**config.mk**
```make
export PLATFORM = sky130hd
export DESIGN_NAME = bist_pattern_gen
export DESIGN_NICKNAME = d
export VERILOG_FILES = /design/src/rtl/bist_pattern_gen.sv
export SDC_FILE = /design/constraint.sdc
export NUM_CORES = 1
export LEC_CHECK = 0
export ABC_AREA = 0
export BUFFER_PORTS_ARGS = -buffer_cell sky130_fd_sc_hd__buf_2
export CELL_PAD_IN_SITES_DETAIL_PLACEMENT = 1
export CELL_PAD_IN_SITES_GLOBAL_PLACEMENT = 2
export CORE_ASPECT_RATIO = 1.5
export CORE_MARGIN = 8
export CORE_UTILIZATION = 34
export CTS_CLUSTER_SIZE = 16
export DETAILED_ROUTE_END_ITERATION = 10
export PLACE_DENSITY_LB_ADDON = 0.1
export SETUP_SLACK_MARGIN = 0.4
export SLEW_MARGIN = 40
export SYNTH_ARGS = -nofsm -noshare
export SYNTH_HDL_FRONTEND = slang
export SYNTH_SLANG_ARGS = --single-unit
```
**constraint.sdc**
```tcl
create_clock -name clk -period 2.4 [get_ports clk]
set_input_delay 0.24 -clock clk [delete_from_list [all_inputs] [get_ports clk]]
set_output_delay 0.24 -clock clk [all_outputs]
set_load 0.01 [all_outputs]
```
**src/rtl/bist_pattern_gen.sv**
```systemverilog
// BIST stimulus generator: thermometer, walking-one, LFSR or switch-load patterns advanced on a divided tick.
// Define BIST_MISR_EN to add a response-compacting MISR that publishes a signature per completed sequence.
module bist_pattern_gen #(
  parameter int               WIDTH = 4,
  parameter int               DIV   = 10,
  parameter logic [WIDTH-1:0] SEED  = WIDTH'(1),
  parameter logic [WIDTH-1:0] TAPS  = WIDTH'(4'b1100)
) (
  input  logic                             clk,
  input  logic                             rst,
  input  logic                             en,
  input  logic [1:0]                       mode,
  input  logic [WIDTH-1:0]                 sw,
  input  logic [WIDTH-1:0]                 resp,
  output logic [WIDTH-1:0]                 pat,
  output logic [$clog2(2*WIDTH+1)-1:0]     step,
  output logic                             seq_done,
  output logic [WIDTH-1:0]                 sig,
  output logic                             sig_valid
);

  localparam int SW = $clog2(2*WIDTH+1);
  localparam int CW = (DIV > 1) ? $clog2(DIV) : 1;

  typedef enum logic [1:0] {
    MODE_THERM = 2'd0,
    MODE_WALK  = 2'd1,
    MODE_LFSR  = 2'd2,
    MODE_LOAD  = 2'd3
  } mode_t;

  mode_t            mode_c;
  mode_t            mode_q;
  logic [CW-1:0]    cnt;
  logic             tick;
  logic             restart;
  logic             wrap;
  logic [WIDTH-1:0] lfsr_next;

  assign mode_c    = mode_t'(mode);
  assign tick      = en && (cnt == CW'(DIV - 1));
  assign restart   = (mode_c != mode_q);
  assign lfsr_next = {pat[WIDTH-2:0], ^(pat & TAPS)};

  // wrap marks the tick that completes a sequence; a restart suppresses it
  always_comb begin
    wrap = 1'b0;
    if (tick && !restart) begin
      case (mode_c)
        MODE_THERM: wrap = (step == SW'(2 * WIDTH));
        MODE_WALK:  wrap = pat[WIDTH-1];
        MODE_LFSR:  wrap = (pat != '0) && (lfsr_next == SEED);
        default:    wrap = 1'b0;
      endcase
    end
  end

  always_ff @(posedge clk or negedge rst) begin
    if (!rst) begin
      mode_q   <= MODE_THERM;
      cnt      <= '0;
      pat      <= '0;
      step     <= '0;
      seq_done <= 1'b0;
    end else begin
      mode_q   <= mode_c;
      seq_done <= wrap;
      if (restart) begin
        cnt  <= '0;
        pat  <= (mode_c == MODE_LFSR) ? SEED : '0;
        step <= '0;
      end else begin
        if (!en || tick) cnt <= '0;
        else             cnt <= cnt + CW'(1);

        if (mode_c == MODE_LOAD) begin
          pat  <= sw;
          step <= '0;
        end else if (tick) begin
          case (mode_c)
            MODE_THERM: begin
              if (wrap) begin
                pat  <= '0;
                step <= '0;
              end else if (step < SW'(WIDTH)) begin
                pat  <= {1'b1, pat[WIDTH-1:1]};
                step <= step + SW'(1);
              end else begin
                pat  <= {pat[WIDTH-2:0], 1'b0};
                step <= step + SW'(1);
              end
            end
            MODE_WALK: begin
              if (pat == '0) begin
                pat <= WIDTH'(1);
              end else if (wrap) begin
                pat  <= '0;
                step <= '0;
              end else begin
                pat  <= pat << 1;
                step <= step + SW'(1);
              end
            end
            MODE_LFSR: begin
              // an all-zero register would lock the LFSR, so reseed instead
              if (pat == '0) begin
                pat  <= SEED;
                step <= '0;
              end else begin
                pat  <= lfsr_next;
                step <= wrap ? '0 : step + SW'(1);
              end
            end
            default: ;
          endcase
        end
      end
    end
  end

`ifdef BIST_MISR_EN
  logic [WIDTH-1:0] misr;
  logic [WIDTH-1:0] misr_next;

  assign misr_next = {misr[WIDTH-2:0], ^(misr & TAPS)} ^ resp;

  // signature is the compacted response of one full sequence, then the MISR starts fresh
  always_ff @(posedge clk or negedge rst) begin
    if (!rst) begin
      misr      <= '0;
      sig       <= '0;
      sig_valid <= 1'b0;
    end else begin
      sig_valid <= 1'b0;
      if (restart) begin
        misr <= '0;
      end else if (tick && (mode_c != MODE_LOAD)) begin
        if (wrap) begin
          sig       <= misr_next;
          sig_valid <= 1'b1;
          misr      <= '0;
        end else begin
          misr <= misr_next;
        end
      end
    end
  end
`else
  logic unused_resp;

  assign unused_resp = ^resp;
  assign sig         = '0;
  assign sig_valid   = 1'b0;
`endif

endmodule

```
# == Yosys cells after proc, flatten, opt, wreduce, memory -nomap -nowiden ==
# Index checks and enable logic that the tools add are counted.
# word_totals
regBits,15
inputBits,13
output_inout_bits,14
# classes
addsub,2
order_cmp,1
eq_ne,8
muxes,21
n_reduce_logical,14
# op_table
op,n
4-bit 2-to-1 mux,16
4-bit one-hot mux with 3 select lines,2
4-bit by 1-bit adder with 4-bit output (second input constant),2
4-bit equality test (second input constant),2
5-bit nonzero test,1
2-bit equality test (second input constant),2
4-bit by 1-bit equality test with 1-bit output (second input constant),1
4-bit logical NOT,1
4-bit by 3-bit less-than comparator with 1-bit output (second input constant),1
4-bit inequality test (second input constant),1
4-bit nonzero test,1
4-bit XOR reduction,1
1-bit logical AND,3
1-bit one-hot mux with 3 select lines,1
3-bit AND reduction,1
3-bit nonzero test,1
2-bit by 1-bit equality test with 1-bit output (second input constant),1
1-bit logical NOT,2
2-bit logical NOT,1
1-bit 2-to-1 mux,2
2-bit inequality test,1
2-bit AND reduction,1
1-bit logical OR,1

# == Longest topological paths before layout ==
# Gate-level depths: netlist of the first run.
# depth
word_depth,11
ltp_mapped,8
ltp_nobuf,7

# == Worst setup path before layout of the first run ==
# OpenSTA, ideal clock, no wires.
# synth_timing
kind,register to register
start,register pat[2]
end,register pat[1]
setup_time_ps,134
t_arrival_ps,1593
slack_ps,673
path_stages_with_launch,8
n_path_buf,0
period_less_slack_ps,1727
cell_sequence,dfrtp_1 inv_1 ha_1 nand4bb_1 nor3_1 o21ai_2 o311ai_0 o21ai_0
# synth_via
elab_chain_cells,11
word_cells_on_any_way,16
classes_between,eq/ne (1); mux (11); reduce/logical (4)
# synth_rtl
item,line_no,source
"start, declared",15,"output logic [WIDTH-1:0] pat,"
"start signal, assigned",70,pat <= (mode_c == MODE_LFSR) ? SEED : '0;
"start signal, assigned",77,pat <= sw;
"start signal, assigned",86,"pat <= {1'b1, pat[WIDTH-1:1]};"
4-bit XOR reduction,43,"assign lfsr_next = {pat[WIDTH-2:0], ^(pat & TAPS)};"
4-bit by 1-bit equality test with 1-bit output,52,MODE_LFSR: wrap = (pat != '0) && (lfsr_next == SEED);
1-bit logical AND,52,
1-bit one-hot mux with 3 select lines,49,case (mode_c)
1-bit 2-to-1 mux,48,if (tick && !restart) begin
4-bit 2-to-1 mux,96,end else if (wrap) begin
4-bit 2-to-1 mux,94,if (pat == '0) begin
4-bit one-hot mux with 3 select lines *,80,case (mode_c)
4-bit 2-to-1 mux *,79,end else if (tick) begin
4-bit 2-to-1 mux *,76,if (mode_c == MODE_LOAD) begin
4-bit 2-to-1 mux *,68,if (restart) begin
# Every way passes the cells marked *; elsewhere a longest branch is shown, timed or not. The select of a mux whose other input is x is not followed.
# A chain may end at the register's enable or synchronous reset.

# == Final worst setup path of the first run ==
# Ends and elaborated chain as after synthesis.

==> results.sh, run 1 <==
export IMPL_finalSetupViolCount=0
export IMPL_dr_total_vias=1005
export IMPL_avgViaCountPerCell=5.49
export IMPL_rsz0062_at_grt="false"
export IMPL_die_h_um=86.7
export IMPL_drt_wl_total_mm=3.07
export IMPL_synthToLayoutAreaGrowth_pct=16.1
export IMPL_ys_flop_type="dfrtp_1"
export IMPL_die_area_um2=5480
export IMPL_crit_path_max_incr_delay_ps=430
export IMPL_ios=27
export IMPL_io_buffers=17
export IMPL_crit_fanout=7
export IMPL_antenna_found_initial=0
export IMPL_crit_path_start_kind="flip-flop"
export IMPL_synthCells=122
export IMPL_layout_common_cells="buf_2 (17), nand2_1 (13), dfrtp_1 (13), inv_1 (10), ha_1 (9)"
export IMPL_drtIter0Drc=51
export IMPL_drc=0
export IMPL_hp_class="in2reg"
export IMPL_clk_latency_ps=260
export IMPL_outcome="finished, final reports clean"
export IMPL_fin_nets=166
export IMPL_cap_viol_max_count=0
export IMPL_finalClockSkew_ps=4.60
export IMPL_synth_edff_count=0
export IMPL_seq_area_um2=378
export IMPL_dp_hpwl_mm=2.41
export IMPL_grt_overflow=0
export IMPL_holdWs_ps=162
export IMPL_root_buffer="clkbuf_8"
export IMPL_global_route_usage_total_pct=11.8
export IMPL_fin_crit_ps=1880
export IMPL_design_core_area_um2=3160
export IMPL_final_max_slew_viol_count=0
export IMPL_ys_warn_count=0
export IMPL_die_width_um=63.1
export IMPL_syn_avg_cell_area_um2=9.29
export IMPL_ys_seq_elements=15
export IMPL_h_tree_depth=1
export IMPL_cts_clk_slew_worst_paths_ps=70
export IMPL_synth_seq_area_share_pct=33.1
export IMPL_cp_end_kind="flip-flop"
export IMPL_ir_drop_mv=0.242
export IMPL_cp_required_ps=2530
export IMPL_num_fill_cells=392
export IMPL_layout_drive_gt1_share_pct=25.2
export IMPL_crit_type="reg2reg"
export IMPL_cts_tree="yes"
export IMPL_first_global_vias=1082
export IMPL_wl_per_cell_um=16.8
export IMPL_cts_buffers=3
export IMPL_yosys_cell_types_count=44
export IMPL_gp_congestion=0.782
export IMPL_grt_pass1_wl_mm=5.17
export IMPL_placementRows=25
export IMPL_p_leak_nw=0.594
export IMPL_hold_violations=0
export IMPL_antenna_cells=0
export IMPL_post_route_period_util_pct=78.4
export IMPL_syn_area_um2=1130
export IMPL_cpLargestDelayFamily="compound AO/OA/AOI/OAI gates"
export IMPL_antenna_left=0
export IMPL_start_util_pct=35.9
export IMPL_clock_sinks=15
export IMPL_fmax_mhz=531
export IMPL_clk_path_buf_depth=2
export IMPL_cp_slowest_cell="dfrtp_2"
export IMPL_crit_arrival_ps=2010
export IMPL_ys_async_sr_fraction_pct=100
export IMPL_grt_max_degree=16
export IMPL_multiInputGateArea_um2=669
export IMPL_setup_tns_ps=0
export IMPL_mostFrequentLayoutCell="buf_2"
export IMPL_critical_path_buf_inv_count=1
export IMPL_crit_chain="inv_1 -> ha_1 -> nand4bb_1 -> nor3_1 -> o21ai_2 -> o311ai_1 -> o21ai_0"
export IMPL_dr_pass1_iters=4
export IMPL_powerDensity_nw_per_um2=478
## routing by layer
metal	vias up	track usage, %	wire length (um)
li1	482	-	-
met1	495	11.5	1240
met2	21	22.2	1630
met3	7	2.58	127
met4	0	6.88	76
met5	-	0	0
## metrics by stage
stage / power, W / instances / worst slack, ps / utilization [%] / area, um2
2_1_floorplan: 0.000368 / 126 / 673 / - / 1150
3_3_place_gp: 0.000409 / 178 / 412 / 39.7 / 1250
3_5_place_dp: 0.000412 / 178 / 338 / 39.7 / 1250
4_1_cts: 0.000642 / 183 / 480 / 41.6 / 1320
5_1_grt: 0.000665 / 183 / 401 / 41.7 / 1320
6_report: 0.000629 / 183 / 518 / 41.7 / 1320
## power breakdown
group	internal [W]	switching, W	total, W	leakage, nW
Sequential	0.000261	0.0000113	0.000273	0.199
Combinational	0.0000512	0.0000826	0.000134	0.373
Clock	0.000117	0.000106	0.000223	0.0217
Total	0.000430	0.000200	0.000629	0.594
## Yosys cell counts (2+ instances only)
cell type  number  area (um2)
dfrtp_1        15         375
nand2_1        13        48.8
inv_1          10        37.5
ha_1            9         113
nor2_1          6        22.5
o21ai_0         6        30.0
buf_4           5        37.5
nand3_1         4        20.0
o31a_1          3        26.3
xor2_1          3        26.3
a211o_1         2        17.5
a21oi_1         2        10.0
a21oi_4         2        32.5
a222oi_1        2        20.0
a31oi_1         2        12.5
a32oi_1         2        17.5
buf_2           2        10.0
clkbuf_1        2        7.51
nand3b_1        2        15.0
nand4b_1        2        17.5
nor3_1          2        10.0
o221ai_1        2        17.5
o311ai_0        2        17.5
or3_1           2        12.5
## kinds of logic after synthesis
kind of cell             count (synthesis)  share of synthesized area, %
AND/OR/NAND/NOR                         40                          20.1
AO/OA/AOI/OAI                           33                          24.3
buffers and inverters                   20                          9.16
flip-flops                              15                          33.1
adder cells (fa/ha/maj)                  9                          9.93
XOR/XNOR                                 4                          3.09
other                                    1                         0.331
## timing repair
| item | CTS | global route |
|---|---|---|
| hold endpoints to repair | 15 | 0 |
| gates resized for setup | 2 | 1 |
| setup buffers | 0 | 0 |
| hold buffers | 1 | 0 |
| setup endpoints to repair | 1 | 1 |
## layout make-up
cell class | count | share of cell area, %
Multi-Input combinational cell | 91 | 50.9
Sequential cell | 15 | 28.7
Timing Repair Buffer | 23 | 10.1
Tap cell | 40 | 3.80
Clock buffer | 3 | 3.14
Inverter | 10 | 2.85
Clock inverter | 1 | 0.570
## worst paths after layout
path / start / endpoint / slack [ps] / cells past startpoint
max: pat[2] / pat[1] / 520 / 7
min: mode[1] / mode_q[1] / 160 / 1
max reg2reg: pat[2] / pat[1] / 520 / 7
min reg2reg: cnt[0] / cnt[0] / 500 / 1
max in group asynchronous: rst / pat[3] / 1680 / 2
min in group asynchronous: rst / pat[1] / 430 / 2
## registers in the layout (all words and copies together), names as in the netlist
name / count
cnt: 4
mode_q: 2
pat: 4
seq_done: 1
step: 4
Note: power is estimated with default switching activity, not from simulation.
==> run 2, diff against run 1 <==
CORE_UTILIZATION = 31   (was 34)
clock period = 1.8 ns   (was 2.4 ns; I/O delays follow)
==> run 2 against run 1 <==
  * Routed wire length is 19% higher
  * Sequential cell count did not move
  * Sequential share of layout area fell by 5.4 points
  * Utilization grew 3.5 points
  * Global-route usage up 0.99 points
  * Critical path depth unchanged
  * First-iteration DRC count decreased by 43%
  * Via count rose by 9.3%
==> results.sh, run 2 (synthesis gave the netlist of run 1 again) <==
export IMPL_crit_path_max_incr_delay_ps=390
export IMPL_dp_hpwl_mm=2.59
export IMPL_wl_per_cell_um=17.7
export IMPL_cts_buffers=3
export IMPL_avgViaCountPerCell=5.30
export IMPL_hold_violations=0
export IMPL_mostFrequentLayoutCell="buf_4"
export IMPL_finalSetupViolCount=0
export IMPL_cp_end_kind="flip-flop"
export IMPL_antenna_found_initial=0
export IMPL_r2r_slack_ps=70
export IMPL_final_core_util_pct=45.2
export IMPL_worstHoldPathCells=2
export IMPL_antenna_cells=0
export IMPL_grt_overflow=0
export IMPL_die_width_um=65.4
export IMPL_gp_congestion=0.778
export IMPL_placementRows=27
export IMPL_path_depth=7
export IMPL_cpLargestDelayFamily="compound AO/OA/AOI/OAI gates"
export IMPL_fmax_mhz=578
export IMPL_cap_viol_max_count=0
export IMPL_crit_fanout=3
export IMPL_drc=0
export IMPL_h_tree_depth=1
export IMPL_top_regs="cnt (4), pat (4), step (4)"
export IMPL_outcome="finished, final reports clean"
export IMPL_cts_clk_slew_worst_paths_ps=60
export IMPL_first_global_vias=1232
export IMPL_clk_path_buf_depth=2
export IMPL_cp_slowest_cell="dfrtp_1"
export IMPL_rsz0062_at_grt="true"
export IMPL_min_from="mode[1]"
export IMPL_reg2regPathDepth=7
export IMPL_drt_wl_total_mm=3.66
export IMPL_rr_endpoint="pat[2]"
export IMPL_hp_class="in2reg"
export IMPL_p_leak_nw=0.721
export IMPL_crit_chain="inv_1 -> ha_2 -> and4b_2 -> o31ai_4 -> buf_4 -> o31a_1 -> o32ai_2"
export IMPL_die_h_um=90.1
export IMPL_layout_drive_gt1_share_pct=46.3
export IMPL_clock_sinks=15
export IMPL_synthToLayoutAreaGrowth_pct=42.7
export IMPL_hold_end="mode_q[1]"
export IMPL_crit_arrival_ps=1880
export IMPL_grt_max_degree=16
export IMPL_powerDensity_nw_per_um2=552
export IMPL_critical_path_buf_inv_count=2
export IMPL_fin_nets=187
export IMPL_antenna_left=0
export IMPL_clk_latency_ps=250
export IMPL_io_buffers=17
export IMPL_finalClockSkew_ps=6.08
export IMPL_ir_drop_mv=0.344
export IMPL_grt_pass1_wl_mm=6.01
export IMPL_crit_path_start_kind="flip-flop"
export IMPL_design_core_area_um2=3580
export IMPL_start_util_pct=31.7
export IMPL_post_route_period_util_pct=96.1
export IMPL_dr_total_vias=1098
export IMPL_cts_tree="yes"
export IMPL_power_w=0.000892
export IMPL_global_route_usage_total_pct=12.8
export IMPL_final_max_slew_viol_count=0
export IMPL_layout_common_cells="buf_4 (24), buf_2 (17), dfrtp_1 (14), nand2_1 (9), inv_1 (8)"
export IMPL_ios=27
export IMPL_die_area_um2=5890
export IMPL_dr_pass1_iters=4
export IMPL_fin_crit_ps=1730
export IMPL_cp_required_ps=1950
export IMPL_crit_type="reg2reg"
export IMPL_reg2reg_from="cnt[1]"
export IMPL_root_buffer="clkbuf_8"
export IMPL_drtIter0Drc=29
[run 2: cell count changes in the layout (fill, tap and decap cells not counted), moves of 3 or more]
cell     previous run  this run
o21ai_1             1         4
nand2_1            13         9
buf_4               5        24
o21ai_0             6         2
nand2_2             1         5
[run 2: area by class of cell]
class,instances,area [um2]
fill,441,1960
multi-input combinational,91,807
sequential,15,377
timing repair buffer,44,298
tap,43,53.8
clock buffer,4,45.0
inverter,10,37.5
[run 2: report_power, final]
group          leakage, nW  switching (W)  internal (W)
clock network       0.0228       0.000132      0.000157
logic                0.498       0.000140      0.000100
registers            0.200      0.0000151      0.000348
total                0.721       0.000287      0.000606
[run 2: per-stage QoR]
stage | cells | setup slack, ps | setup TNS, ps | cell area [um2] | hold WS, ps
5_1_grt | 207 | -34.3 | -34.3 | 1620 | 175
4_1_cts | 205 | 69.8 | 0 | 1560 | 163
2_1_floorplan | 126 | 184 | 0 | 1170 | -116
6_report | 207 | 70.6 | 0 | 1620 | 174
3_5_place_dp | 193 | 5.22 | 0 | 1370 | 134
3_3_place_gp | 193 | -9.67 | -9.67 | 1370 | 116
[run 2: per-layer routing]
layer	track usage, %	wire [um]
met1	12.0	1320
met2	25.0	2130
met5	0	0
met3	2.36	117
met4	5.48	87
[run 2: how the worst max path moves through the flow]
stage               startpoint  endpoint  slack, ps
global placement       mode[1]    pat[0]        -10
floorplan               pat[3]    pat[1]        180
CTS                     cnt[1]    pat[2]         70
detailed placement      cnt[1]    pat[2]          5
global route            pat[3]    pat[2]        -30
finish                  cnt[1]    pat[2]         70
[run 2: timing repair]
action	CTS	global route
hold buffers	1	0
gates resized for setup	20	9
setup buffers	7	2
endpoints found under the setup margin	13	13
hold endpoints to repair	15	0
pin swaps	4	3
[run 2: worst reg2reg max path, cell delays in order (launching register included)]
cell	delay [ps]
dfrtp_1	390
inv_1	60
ha_2	160
and4b_2	290
o31ai_4	100
buf_4	160
o31a_1	280
o32ai_2	200
==> run 3, diff against run 2 <==
ABC_AREA = 1   (was 0)
CORE_UTILIZATION = 29   (was 31)
==> run 3 against run 2 <==
  * Critical path depth rose by 5
  * Synthesized area rose by 1.1%
  * Power fell by 9.3%
  * Routed wire length fell by 12%
  * Synthesized cell count rose by 30%
  * First-iteration DRC count fell by 3.4%
==> results.sh, run 3 <==
export IMPL_hp_class="in2reg"
export IMPL_layout_setup_ws_ps=284
export IMPL_layout_common_cells="nand2_1 (37), inv_1 (19), nor2_1 (18), buf_2 (17), dfrtp_1 (15)"
export IMPL_antenna_left=0
export IMPL_finalSetupViolCount=0
export IMPL_crit_arrival_ps=1650
export IMPL_finalClockSkew_ps=4.59
export IMPL_ios=27
export IMPL_placementRows=28
export IMPL_yosysMostFrequentCell="nand2_1"
export IMPL_dr_pass1_iters=2
export IMPL_crit_type="reg2reg"
export IMPL_cts_clk_slew_worst_paths_ps=60
export IMPL_avgViaCountPerCell=4.65
export IMPL_ys_warn_count=0
export IMPL_rsz0062_at_grt="true"
export IMPL_synthCells=158
export IMPL_synthToLayoutAreaGrowth_pct=27.6
export IMPL_cts_buffers=3
export IMPL_ys_seq_elements=15
export IMPL_p_leak_nw=0.854
export IMPL_fin_crit_ps=1520
export IMPL_h_tree_depth=1
export IMPL_post_route_period_util_pct=84.2
export IMPL_ys_flop_type="dfrtp_1"
export IMPL_root_buffer="clkbuf_8"
export IMPL_grt_overflow=0
export IMPL_cp_required_ps=1940
export IMPL_mostFrequentLayoutCell="nand2_1"
export IMPL_first_global_vias=1177
export IMPL_hold_violations=0
export IMPL_dp_hpwl_mm=2.66
export IMPL_drtIter0Drc=28
export IMPL_outcome="finished, final reports clean"
export IMPL_drt_wl_total_mm=3.21
export IMPL_antenna_cells=0
export IMPL_power_w=0.000810
export IMPL_cap_viol_max_count=0
export IMPL_synth_top_area_share_pct=32.8
export IMPL_drc=0
export IMPL_crit_path_max_incr_delay_ps=370
export IMPL_design_core_area_um2=3850
export IMPL_cp_end_kind="flip-flop"
export IMPL_global_route_usage_total_pct=10.9
export IMPL_num_fill_cells=501
export IMPL_yosys_cell_types_count=25
export IMPL_top_regs="cnt (4), pat (4), step (4)"
export IMPL_start_util_pct=29.7
export IMPL_ir_drop_mv=0.325
export IMPL_cp_slowest_cell="dfrtp_1"
export IMPL_crit_path_start_kind="flip-flop"
export IMPL_powerDensity_nw_per_um2=553
export IMPL_wl_per_cell_um=13.5
export IMPL_die_h_um=93.0
export IMPL_crit_path_frequent_cell="nand2_1"
export IMPL_antenna_found_initial=0
export IMPL_setup_tns_ps=0
export IMPL_cpLargestDelayFamily="simple AND/OR/NAND/NOR gates"
export IMPL_clock_sinks=15
export IMPL_synth_edff_count=0
export IMPL_ys_top_cells_by_count="nand2_1 (42), inv_1 (21), nor2_1 (18)"
export IMPL_synth_seq_area_share_pct=32.8
export IMPL_yosysTopAreaCell="dfrtp_1"
export IMPL_syn_avg_cell_area_um2=7.25
export IMPL_grt_pass1_wl_mm=5.35
export IMPL_layout_drive_gt1_share_pct=32.1
export IMPL_clk_latency_ps=250
export IMPL_io_buffers=17
export IMPL_fin_nets=216
export IMPL_critical_path_buf_inv_count=1
export IMPL_crit_fanout=5
export IMPL_syn_area_um2=1150
export IMPL_pre_cts_ws_ps=185
export IMPL_gp_congestion=0.732
export IMPL_cts_tree="yes"
export IMPL_synth_area_top_cells="dfrtp_1 (33%), nand2_1 (14%), ha_1 (9.8%), inv_1 (6.9%), nor2_1 (5.9%)"
export IMPL_ys_async_sr_fraction_pct=100
export IMPL_die_width_um=67.3
export IMPL_clk_path_buf_depth=2
export IMPL_fmax_mhz=660
export IMPL_final_max_slew_viol_count=0
export IMPL_crit_chain="inv_2 -> ha_4 -> nand2_2 -> nand3b_4 -> nand3_4 -> nand2_4 -> nand2_2 -> nand2_4 -> nand2_1 -> nand2_1 -> nand2_1 -> nand2_1"
export IMPL_dr_total_vias=1107
export IMPL_grt_max_degree=16
export IMPL_die_area_um2=6260
## run 3: cell types whose count changed in the layout (fill, tap and decap cells not counted), sizes merged, moves of 4 or more
cell,previous run,this run
nand2,14,49
inv,10,26
nor2,6,20
buf,43,31
nand3,4,13
nand4,0,4
o21ai,8,4
o31a,4,0
## run 3: path summary, 6_finish.rpt
check | slack (ps) | startpoint | cells past startpoint | to
max | 280 | pat[2] | 12 | pat[1]
min reg2reg | 560 | step[0] | 2 | step[0]
max in group asynchronous | 1180 | rst | 2 | pat[2]
min | 110 | mode[0] | 1 | mode_q[0]
max reg2reg | 280 | pat[2] | 12 | pat[1]
min in group asynchronous | 360 | rst | 2 | step[1]
## run 3: cell type report
class / instances / area [um2] / share of cell area (%)
tap: 45 / 56.3 / 3.85
timing repair buffer: 32 / 200 / 13.7
multi-input combinational: 116 / 688 / 47.0
clock buffer: 4 / 45.0 / 3.08
sequential: 15 / 375 / 25.7
inverter: 26 / 97.6 / 6.67
## run 3: cell families after synthesis
family | synth area share, %
fa+ha+maj | 9.83
simple gates | 39.7
compound gates | 4.04
flops | 32.8
other cells | 0.327
xor+xnor | 1.53
buf+inv | 11.8
## run 3: per-stage QoR
step | utilization (%) | hold WS (ps) | cell area [um2] | instances
6_report | 38.0 | 111 | 1460 | 238
5_1_grt | 38.0 | 111 | 1460 | 238
4_1_cts | 36.9 | 111 | 1420 | 235
3_5_place_dp | 33.8 | 115 | 1300 | 222
3_3_place_gp | 33.8 | 117 | 1300 | 222
2_1_floorplan | - | -116 | 1180 | 162
## run 3: where the power goes
part / internal (W) / switching, W
sequential: 0.000347 / 0.0000111
clock: 0.000157 / 0.000119
combinational: 0.0000673 / 0.000109
total: 0.000571 / 0.000239
## run 3: timing repair
action,4_1_cts,5_1_grt
pin swaps,4,3
buffers inserted,8,3
gates resized for setup,1,5
hold buffers,1,0
hold endpoints to repair,15,0
setup endpoints to repair,8,9
## run 3: metal layers
layer	global-route usage [%]	wire length, um	share of wire, %	vias to the layer above
met4	3.15	37	1.2	0
li1	-	-	-	549
met2	22.2	1930	60	12
met5	0	0	0	-
met1	10.2	1130	35	542
met3	2.16	117	3.6	4
